<file path="config.mk">
export PLATFORM = sky130hd
export DESIGN_NAME = fetch_queue
export DESIGN_NICKNAME = d
export VERILOG_FILES = /design/src/rtl/fetch_queue_pkg.sv /design/src/rtl/fq_storage.sv /design/src/rtl/fetch_queue.sv
export SDC_FILE = /design/constraint.sdc
export NUM_CORES = 1
export LEC_CHECK = 0
export BUFFER_PORTS_ARGS = -buffer_cell sky130_fd_sc_hd__buf_4
export CORE_MARGIN = 2
export CORE_UTILIZATION = 40
export CTS_BUF_LIST = sky130_fd_sc_hd__clkbuf_4
export CTS_CLUSTER_DIAMETER = 100
export DETAILED_ROUTE_END_ITERATION = 10
export REMOVE_ABC_BUFFERS = 1
export SETUP_SLACK_MARGIN = 0.4
export SLEW_MARGIN = 15
export SYNTH_ARGS = -nofsm -noshare
export SYNTH_HDL_FRONTEND = slang
export SYNTH_HIERARCHICAL = 1
export SYNTH_SLANG_ARGS = --single-unit
</file>
<file path="constraint.sdc">
create_clock -name clk -period 5.92 [get_ports clk]
set_input_delay 0.296 -clock clk [delete_from_list [all_inputs] [get_ports clk]]
set_output_delay 0.296 -clock clk [all_outputs]
set_load 0.005 [all_outputs]
</file>
<file path="src/rtl/fetch_queue_pkg.sv">
// Shared types and constants for the dual-issue fetch queue.
package fetch_queue_pkg;

   localparam int          FQ_XLEN   = 32;
   localparam logic [31:0] NOP_INSTR = 32'h00000013;  // addi x0, x0, 0

   typedef struct packed {
      logic [FQ_XLEN-1:0] pc;
      logic [FQ_XLEN-1:0] instr;
   } fq_entry_t;

   function automatic logic [1:0] popcount2(input logic [1:0] v);
      return {1'b0, v[0]} + {1'b0, v[1]};
   endfunction

endpackage

</file>
<file path="src/rtl/fq_storage.sv">
// Circular entry store for the fetch queue: two write ports at tail/tail+1,
// two asynchronous read ports at head/head+1. Contents are never reset.
module fq_storage
   import fetch_queue_pkg::*;
#(
   parameter int DEPTH = 8,
   localparam int AW   = $clog2(DEPTH)
) (
   input  logic            clk,
   input  logic [1:0]      we_i,
   input  logic [AW-1:0]   waddr0_i,
   input  logic [AW-1:0]   waddr1_i,
   input  fq_entry_t       wdata0_i,
   input  fq_entry_t       wdata1_i,
   input  logic [AW-1:0]   raddr0_i,
   input  logic [AW-1:0]   raddr1_i,
   output fq_entry_t       rdata0_o,
   output fq_entry_t       rdata1_o
);

   fq_entry_t mem_q [DEPTH];

   // The two write addresses are always consecutive, so they never collide.
   always_ff @(posedge clk) begin
      if (we_i[0]) mem_q[waddr0_i] <= wdata0_i;
      if (we_i[1]) mem_q[waddr1_i] <= wdata1_i;
   end

   assign rdata0_o = mem_q[raddr0_i];
   assign rdata1_o = mem_q[raddr1_i];

endmodule

</file>
<file path="src/rtl/fetch_queue.sv">
// Dual-issue instruction fetch queue with stall/flush handling.
// Optional same-cycle push-to-issue bypass when empty: FETCH_QUEUE_BYPASS_EN.
module fetch_queue
   import fetch_queue_pkg::*;
#(
   parameter int DEPTH = 8,
   parameter int XLEN  = FQ_XLEN
) (
   input  logic                  clk,
   input  logic                  rst,
   input  logic [1:0]            push_valid_i,
   input  logic [2*XLEN-1:0]     push_instr_i,
   input  logic [2*XLEN-1:0]     push_pc_i,
   output logic                  push_ready_o,
   input  logic                  stall_i,
   input  logic                  flush_i,
   output logic [1:0]            issue_valid_o,
   output logic [2*XLEN-1:0]     issue_instr_o,
   output logic [2*XLEN-1:0]     issue_pc_o,
   output logic [$clog2(DEPTH):0] count_o
);

   localparam int AW = $clog2(DEPTH);
   localparam int CW = AW + 1;

   logic [AW-1:0] head_q, head_d;
   logic [AW-1:0] tail_q, tail_d;
   logic [CW-1:0] count_q, count_d;

   logic [1:0]    push_v;
   logic          push_acc;
   logic          bypass;
   logic [1:0]    stor_valid;
   logic [1:0]    wr_en;
   logic [1:0]    n_push;
   logic [1:0]    n_pop;

   fq_entry_t     wr_entry    [2];
   fq_entry_t     rd_entry    [2];
   fq_entry_t     issue_entry [2];

   // Slot1 without slot0 is not a legal fetch group; treat it as empty.
   assign push_v       = (push_valid_i == 2'b10) ? 2'b00 : push_valid_i;
   assign push_ready_o = (count_q <= CW'(DEPTH - 2));
   assign push_acc     = push_ready_o && !flush_i && (push_v != 2'b00);
   assign stor_valid   = (count_q == '0)     ? 2'b00 :
                         (count_q == CW'(1)) ? 2'b01 : 2'b11;

`ifdef FETCH_QUEUE_BYPASS_EN
   assign bypass = (count_q == '0) && !stall_i && push_acc;
`else
   assign bypass = 1'b0;
`endif

   assign issue_valid_o = bypass ? push_v : stor_valid;
   assign wr_en         = (push_acc && !bypass) ? push_v : 2'b00;
   assign n_push        = popcount2(wr_en);
   assign n_pop         = (!stall_i && !flush_i && !bypass) ? popcount2(stor_valid) : 2'b00;
   assign count_o       = count_q;

   always_comb begin
      head_d  = head_q + AW'(n_pop);
      tail_d  = tail_q + AW'(n_push);
      count_d = count_q + CW'(n_push) - CW'(n_pop);
      if (flush_i) begin
         head_d  = '0;
         tail_d  = '0;
         count_d = '0;
      end
   end

   always_ff @(posedge clk) begin
      if (rst) begin
         head_q  <= '0;
         tail_q  <= '0;
         count_q <= '0;
      end else begin
         head_q  <= head_d;
         tail_q  <= tail_d;
         count_q <= count_d;
      end
   end

   fq_storage #(
      .DEPTH (DEPTH)
   ) u_storage (
      .clk      (clk),
      .we_i     (wr_en),
      .waddr0_i (tail_q),
      .waddr1_i (tail_q + AW'(1)),
      .wdata0_i (wr_entry[0]),
      .wdata1_i (wr_entry[1]),
      .raddr0_i (head_q),
      .raddr1_i (head_q + AW'(1)),
      .rdata0_o (rd_entry[0]),
      .rdata1_o (rd_entry[1])
   );

   // Lane 0 is the older slot/entry; invalid lanes present a NOP bubble with PC 0.
   for (genvar gi = 0; gi < 2; gi++) begin : g_lane
      assign wr_entry[gi].pc    = push_pc_i[gi*XLEN +: XLEN];
      assign wr_entry[gi].instr = push_instr_i[gi*XLEN +: XLEN];
      assign issue_entry[gi]    = bypass ? wr_entry[gi] : rd_entry[gi];
      assign issue_instr_o[gi*XLEN +: XLEN] =
         issue_valid_o[gi] ? issue_entry[gi].instr : NOP_INSTR;
      assign issue_pc_o[gi*XLEN +: XLEN] =
         issue_valid_o[gi] ? issue_entry[gi].pc : '0;
   end

endmodule

</file>
==> impl_metrics.csv, run 1 <==
group,metric,value,unit
clocking,cts_sinks,522,
clocking,cts_tree,"done",
drt,final_antenna_net_count,0,
drt,drt_iter0_markers,1335,
clocking,path_clk_slew,60,ps
yosys,yosys.area.top_type_share,0.495,
power_and_ir_drop,ir_worst_vdd,0.115,mV
layout,nets,2435,
grt,grt_pass1_vias,21064,
layout,fin_util,0.490,
grt,gr-total-overflow,0,
power_and_ir_drop,p_leak,12.8,nW
grt,grt_usage,0.237,
setup_path,worstPathArrival,4220,ps
die,die_h,283,um
place,gp_congestion,0.745,
timing,hold_ws,203,ps
clocking,clockRootBuffer,"clkbuf_4",
die,start_util,0.403,
setup_path,worst_setup_path_start_kind,"flop",
drt,vias,19382,
outcome,status,"finished clean",
clocking,clock_path_buffers,3,
grt,antenna_found_initial,10,
yosys,seq_area_frac_synth,0.502,
yosys,ys_top_cells_by_count,"mux2_2, edfxtp_1, mux4_2",
yosys,syn_inst,1768,
run,maxCapViolCount,0,
yosys,ys_types,39,
timing,min_period_over_period,0.762,
grt,grt_max_degree,90,
timing,final-hold-violation-count,0,
yosys,netlist_area,0.0310,sq mm
timing,clock_skew,66.2,ps
drt,wl,93400,um
min_path,min_path_type,"in2reg",
setup_path,path_class,"reg2out",
yosys,synth_area_leaders,"edfxtp_1, mux2_2, mux4_2, nor2b_2, and2_1",
timing,drv_slew,0,
setup_path,reg2reg_depth,9,
place,hpwl,53000,um
die,boundaryPins,269,
power_and_ir_drop,pwr-share-seq,0.469,
die,core_area,0.0771,sq mm
layout,area_delta_synth_final,21.7,%
clocking,clk_latency,990,ps
timing,finalCriticalPeriod,4510,ps
setup_path,crit_fanout,51,
yosys,async_reset_ff_frac,0,
yosys,ys_ff_latch,522,
place,dpl_worst_slack,2120,ps
yosys,yosys.area.top_type,"edfxtp_1",
power_and_ir_drop,switching_share,0.262,
yosys,ys.flop_type,"edfxtp_1",
clocking,htree_levels,4,
timing,worst_pin_slew,1210,ps
clocking,cts.repair.resized,0,
power_and_ir_drop,p_clk_frac,0.375,
layout,drive_gt1_frac,0.630,
layout,fillers,6781,
yosys,syn_avg_cell_area,17.6,sq um
power_and_ir_drop,pwr-share-comb,0.156,
die,row_count,102,
timing,fmax,222,MHz
yosys,synth_edf_count,512,
clocking,cts_inserted_buffers,154,
yosys,yosysMostFrequentCell,"mux2_2",
place,port_buffers,268,
power_and_ir_drop,intPower,6.58,mW
timing,slew-limit-headroom,0.195,
drt,detail_route.wl_per_cell,27.2,um
drt,dr.pass1.iters,5,
yosys,synth_warnings,6,
die,dieArea,0.0798,sq mm
die,die_w,283,um
setup_path,cp-end-kind,"output pin",
power_and_ir_drop,power_density,236,mW/mm^2
grt,grt_pass1_wl,137000,um
drt,viasPerCell,5.65,
min_path,min_path_cells,3,
setup_path,cp.required,5620,ps
timing,rsz0062_at_grt,"false",
timing,setup-violations-final,0,
timing,setup_ws,1410,ps
drt,drc,0,
power_and_ir_drop,switchingPower,2.34,mW
-- flip-flops by register name, indices dropped and copies added (netlist names) --
register,count
count_o,4
head_q,3
tail_q,3
u_storage/mem_q,512
-- metrics by stage --
step                total power, mW  area, sq um  instances  setup TNS (ps)
floorplan                      4.88        30100       1628        -1087480
global placement               5.52        33900       2972               0
detailed placement             5.55        33900       2972               0
CTS                            9.04        37800       3426               0
global route                   9.33        37800       3428               0
finish                         8.92        37800       3430               0
-- layout make-up --
class / count / area, sq um / area share
Tap cell: 1040 / 1300 / 0.0344
Clock buffer: 213 / 1600 / 0.0423
Clock inverter: 43 / 250 / 0.00662
Multi-Input combinational cell: 1090 / 14600 / 0.387
Timing Repair Buffer: 502 / 4340 / 0.115
Inverter: 16 / 67.6 / 0.00179
Antenna cell: 4 / 10.0 / 0.000265
Sequential cell: 522 / 15600 / 0.413
-- power by group through the flow --
| stage | clock, mW | combinational, mW | sequential, mW |
|---|---|---|---|
| 6_report | 3.34 | 1.39 | 4.18 |
| 5_1_grt | 3.64 | 1.50 | 4.19 |
| 4_1_cts | 3.45 | 1.41 | 4.18 |
| 3_5_place_dp | 0 | 1.29 | 4.26 |
| 3_3_place_gp | 0 | 1.27 | 4.25 |
| 2_1_floorplan | 0 | 0.627 | 4.26 |
-- cell families after synthesis --
kind of cell,share of synthesized area
multiplexers,0.419
flip-flops,0.502
AND/OR/NAND/NOR,0.0377
buffers and inverters,0.0312
adder cells (fa/ha/maj),0.00702
AO/OA/AOI/OAI,0.00210
XOR/XNOR,0.00141
-- what timing repair did --
action,4_1_cts,5_1_grt
hold buffers,198,0
hold endpoints to repair,522,0
endpoints found under the setup margin,0,0
setup buffers,0,0
-- critical path: stages, from the launching register on --
cell and delay [ps]:
dfxtp_4 1000, ha_4 280, xor2_4 160, buf_4 720, mux4_2 400, mux2_2 320
nand2b_1 160, buf_4 190
-- cells in the final DEF (no fill, tap or decap), drive strengths merged, types with 6 or more instances in the layout --
cell type	netlist	final
dfxtp	10	10
clkinv	0	31
edfxtp	512	512
clkbuf	24	213
mux2	640	640
and2	65	65
dlygate4sd3	0	198
mux4	256	256
nand2b	7	7
ha	11	11
nor2	8	8
nor2b	61	61
inv	16	21
clkinvlp	0	6
buf	116	304
-- metal layers --
metal,track usage,up-vias,part of all wire
met1,0.302,10145,0.41
met5,0,-,0.00098
met2,0.396,654,0.50
li1,-,8391,-
met4,0.0813,12,0.026
met3,0.0555,180,0.060
-- final timing paths --
path | to | slack, ps | startpoint
hold reg to reg | tail_q[2] | 640 | tail_q[2]
setup / recovery | issue_instr_o[32] | 1410 | head_q[0]
hold / removal | u_storage/mem_q[6][4] | 200 | push_instr_i[36]
setup reg to reg | u_storage/mem_q[2][62] | 1570 | count_o[3]
Power figures use the tool's default switching activity.
==> run 2, diff against run 1 <==
- clock period: 5.92 -> 4.6 ns (I/O delays scaled with it)
==> impl_metrics.csv, run 2 (synthesis gave the netlist of run 1 again) <==
group,metric,value,unit
layout,area_delta_synth_final,22.7,%
power_and_ir_drop,ir_worst_vdd,0.192,mV
grt,gr-total-overflow,0,
die,start_util,0.403,
clocking,path_clk_slew,60,ps
drt,wl,95500,um
timing,hold_ws,113,ps
grt,antenna_found_initial,10,
timing,drv_slew,0,
drt,drt_iter0_markers,1445,
die,die_w,283,um
timing,slew-limit-headroom,0.315,
layout,largest_reg_flops,512,
grt,grt_max_degree,97,
drt,viasPerCell,5.67,
timing,worst_pin_slew,1030,ps
die,boundaryPins,269,
place,gp_congestion,0.746,
setup_path,worstPathArrival,3740,ps
clocking,clk_latency,1040,ps
setup_path,path_class,"reg2out",
layout,fillers,6738,
layout,multi_input_area,0.0146,sq mm
layout,nets,2442,
layout,regMostFlops,"u_storage/mem_q",
min_path,hp-start,"push_instr_i[37]",
timing,fmax,252,MHz
drt,vias,19555,
outcome,status,"finished clean",
layout,ff_latch_area,0.0156,sq mm
grt,grt_pass1_wl,139000,um
clocking,htree_levels,4,
grt,grt_usage,0.241,
clocking,cts_tree,"done",
place,hpwl,53200,um
timing,clock_skew,75.2,ps
die,die_h,283,um
setup_path,worst_setup_path_start_kind,"flop",
setup_path,crit_start,"head_q[1]",
timing,finalCriticalPeriod,3970,ps
setup_path,cp-end-kind,"output pin",
layout,stdcell_count,3449,
clocking,postCtsSetupRepairBufs,0,
timing,final-hold-violation-count,0,
drt,dr.pass1.iters,5,
setup_path,cp.required,4370,ps
clocking,cts_inserted_buffers,152,
layout,final_cell_mix,"mux2_2, edfxtp_1, buf_4",
drt,final_antenna_net_count,0,
setup_path,timing.rr.start,"count_o[3]",
place,dp.cells,2978,
timing,rsz0062_at_grt,"false",
layout,drive_gt1_frac,0.634,
place,dpl_worst_slack,1390,ps
place,port_buffers,268,
clocking,clockRootBuffer,"clkbuf_4",
clocking,clock_path_buffers,3,
layout,final_common_cell,"mux2_2",
die,core_area,0.0771,sq mm
min_path,min_path_type,"in2reg",
clocking,cts_sinks,522,
power_and_ir_drop,power,11.6,mW
power_and_ir_drop,p_leak,12.9,nW
die,row_count,102,
die,dieArea,0.0798,sq mm
drt,drc,0,
timing,setup-violations-final,0,
run,maxCapViolCount,0,
timing,setup_ws,634,ps
grt,grt_pass1_vias,21395,
timing,min_period_over_period,0.862,
setup_path,crit_fanout,45,
power_and_ir_drop,power_density,305,mW/mm^2
drt,detail_route.wl_per_cell,27.7,um
## run 2: changes by cell type in the layout (fill, tap and decap cells not counted), moves of 2 or more
| cell | change |
|---|---|
| buf_12 | +12 |
| clkbuf_4 | +12 |
| clkinv_1 | -7 |
| buf_4 | -6 |
| diode_2 | +6 |
| dlygate4sd3_1 | +3 |
| clkinv_4 | +2 |
| clkinvlp_4 | -2 |
| inv_6 | -2 |
## run 2: metrics by stage
| step | util | cell area, sq um | setup TNS [ps] |
|---|---|---|---|
| 5_1_grt | 0.494 | 38100 | 0 |
| 2_1_floorplan | - | 30100 | -1755780 |
| 3_5_place_dp | 0.443 | 34100 | 0 |
| 3_3_place_gp | 0.443 | 34100 | 0 |
| 6_report | 0.494 | 38100 | 0 |
| 4_1_cts | 0.494 | 38100 | 0 |
## run 2: final timing paths
path,slack [ps],endpoint,depth (start not counted)
worst min register to register,650,tail_q[2],2
worst min-delay path,110,u_storage/mem_q[0][5],3
worst max register to register,820,u_storage/mem_q[5][27],10
worst max-delay path,630,issue_instr_o[45],5
## run 2: area by class of cell
type                       count  area share
inverter                      16     0.00177
sequential                   522       0.409
clock inverter                35     0.00611
antenna                       10    0.000657
tap                         1040      0.0342
timing repair buffer         511       0.120
clock buffer                 225      0.0443
multi-input combinational   1090       0.384
## run 2: worst max-delay path, stage by stage (launching register included)
cell and delay [ps]:
dfxtp_4 680, ha_4 900, buf_4 430, mux2_2 360, and2_1 190, buf_4 150
## run 2: what timing repair did
action                    4_1_cts  5_1_grt
gates resized for setup         0        0
hold endpoints to repair      522        0
hold buffers                  201        0
## run 2: report_power, final
part	leakage, nW	internal, mW	total, mW	switching, mW
registers	4.72	5.33	5.38	0.0426
clock network	1.13	2.35	4.44	2.10
logic	7.08	0.942	1.81	0.871
## run 2: layer usage
| metal | track usage | part of all wire | vias to the layer above |
|---|---|---|---|
| met5 | 0 | 0.00058 | - |
| met4 | 0.0840 | 0.025 | 8 |
| met3 | 0.0553 | 0.065 | 172 |
| met2 | 0.403 | 0.50 | 696 |
| met1 | 0.309 | 0.41 | 10251 |
| li1 | - | - | 8428 |
==> run 3, diff against run 2 <==
- SYNTH_HIERARCHICAL: 1 -> default
==> impl_metrics.csv, run 3 <==
group,metric,value,unit
timing,final-hold-violation-count,0,
layout,largest_reg_flops,512,
clocking,clk_latency,970,ps
yosys,ys_types,43,
yosys,syn_inst,2407,
clocking,cts_sinks,522,
die,row_count,101,
clocking,htree_levels,4,
grt,grt_usage,0.256,
drt,drt_iter0_markers,2128,
grt,grt_max_degree,181,
yosys,ys.flop_type,"edfxtp_1",
drt,vias,22994,
timing,setup-violations-final,0,
grt,grt_pass1_wl,149000,um
timing,worst_pin_slew,1010,ps
yosys,yosys.area.top_type,"edfxtp_1",
yosys,synth_warnings,0,
yosys,synth_area_leaders,"edfxtp_1, mux2_2, mux4_2, nand2_1, a21oi_1",
die,dieArea,0.0786,sq mm
run,maxCapViolCount,0,
yosys,synth_edf_count,512,
power_and_ir_drop,p_leak,13.7,nW
yosys,yosys.area.top_type_share,0.503,
layout,drive_gt1_frac,0.404,
layout,fillers,6774,
place,hpwl,55200,um
drt,dr.pass1.iters,5,
die,start_util,0.403,
drt,drc,0,
timing,slew-limit-headroom,0.325,
clocking,cts_inserted_buffers,150,
layout,final_cell_mix,"mux2_2, edfxtp_1, nand2_1",
setup_path,worstPathArrival,4820,ps
yosys,async_reset_ff_frac,0,
power_and_ir_drop,ir_worst_vdd,0.161,mV
clocking,clock_path_buffers,3,
yosys,seq_area_frac_synth,0.510,
setup_path,cp.required,5300,ps
drt,final_antenna_net_count,0,
die,boundaryPins,269,
timing,clock_skew,38.1,ps
grt,grt_pass1_vias,24095,
timing,fmax,243,MHz
grt,gr-total-overflow,0,
clocking,clockRootBuffer,"clkbuf_4",
clocking,path_clk_slew,50,ps
drt,wl,102000,um
outcome,status,"finished clean",
drt,detail_route.wl_per_cell,25.5,um
place,port_buffers,268,
setup_path,worst_setup_path_start_kind,"flop",
layout,area_delta_synth_final,23.1,%
yosys,ys_top_cells_by_count,"edfxtp_1, mux2_2, nand2_1",
place,gp_congestion,0.835,
clocking,cts_tree,"done",
layout,final_area,0.0376,sq mm
yosys,syn_avg_cell_area,12.7,sq um
timing,drv_slew,0,
die,die_w,280,um
setup_path,path_class,"reg2reg",
yosys,netlist_area,0.0306,sq mm
drt,viasPerCell,5.76,
place,place_area,0.0337,sq mm
die,core_area,0.0758,sq mm
min_path,min_path_type,"in2reg",
yosys,ys_ff_latch,522,
timing,rsz0062_at_grt,"true",
timing,finalCriticalPeriod,4120,ps
layout,nets,3049,
timing,tns,0,ps
clocking,postCtsSetupRepairBufs,0,
setup_path,cp-end-kind,"flop",
power_and_ir_drop,power_density,308,mW/mm^2
layout,fin_util,0.496,
grt,antenna_found_initial,9,
setup_path,crit_fanout,33,
timing,min_period_over_period,0.896,
die,die_h,280,um
layout,regMostFlops,"u_storage.mem_q",
==> run 3: cell count changes after synthesis, sizes merged, moves of 9 or more <==
cell and delta:
nand3 +13, mux2i +63, and2 -59, a21oi +253, nor2 +74, a31oi +9, or4 +61, mux4 -128
mux2 -128, clkbuf +43, nor2b -60, nand2 +492
==> run 3: repair_timing <==
action / in CTS / in global routing
hold buffers: 199 / 0
gates resized for setup: 2 / 1
hold endpoints to repair: 522 / 0
cloned: 0 / 1
pin swaps: 1 / 1
setup endpoints to repair: 5 / 9
==> run 3: routing by layer <==
layer  global-route usage  up-vias  share of wire
met4               0.0905        6          0.026
met3               0.0528      212          0.076
li1                     -    10186              -
met5                    0        -        0.00036
met2                0.443     1012           0.50
met1                0.317    11578           0.39
==> run 3: cell type report <==
type	instances	area (sq um)	area share
Antenna cell	8	20.0	0.000532
Clock buffer	214	1610	0.0427
Clock inverter	45	255	0.00679
Inverter	21	78.8	0.00210
Multi-Input combinational cell	1688	14200	0.377
Sequential cell	522	15600	0.414
Tap cell	978	1220	0.0325
Timing Repair Buffer	517	4670	0.124
==> run 3: cell families (layout without fill, tap and decap cells) <==
family          count (synthesis)  count (layout)  share of synthesized area
simple gates                  688             689                     0.0976
buf+inv                       198             797                     0.0333
mux                           705             705                      0.304
xor+xnor                        8               8                    0.00254
fa+ha+maj                      15              15                    0.00712
flops                         522             522                      0.510
compound gates                271             271                     0.0456
other cells                     0               8                          0
==> run 3: stage by stage <==
stage                     power [mW]  hold slack (ps)  setup WS (ps)  instances
after global placement          7.14              585           1060       3526
after floorplan                 6.25              450          -9630       2230
after CTS                       11.7             14.9            442       3984
after global routing            12.0             76.2            358       3991
final                           11.6              123            480       3993
after detailed placement        7.16              591           1080       3526
==> run 3: critical path, cell delays in order, from the launching register on <==
cell and delay, ps:
dfxtp_1 570, ha_1 360, nor3b_2 790, nand3_4 730, buf_12 490, mux2_2 300
dlygate4sd3_1 560
==> run 3: report_power, final <==
part	internal [mW]	leakage [nW]	switching (mW)
registers	5.33	4.72	0.0432
logic	0.897	7.86	0.962
clock network	2.30	1.11	2.04
==> run 3: final timing paths <==
path | slack [ps] | depth (start not counted) | from | end
max | 480 | 6 | tail_q[0] | u_storage.mem_q[5][7]
min | 120 | 7 | push_valid_i[0] | tail_q[0]
max reg2reg | 480 | 6 | tail_q[0] | u_storage.mem_q[5][7]
min reg2reg | 630 | 2 | head_q[0] | head_q[0]
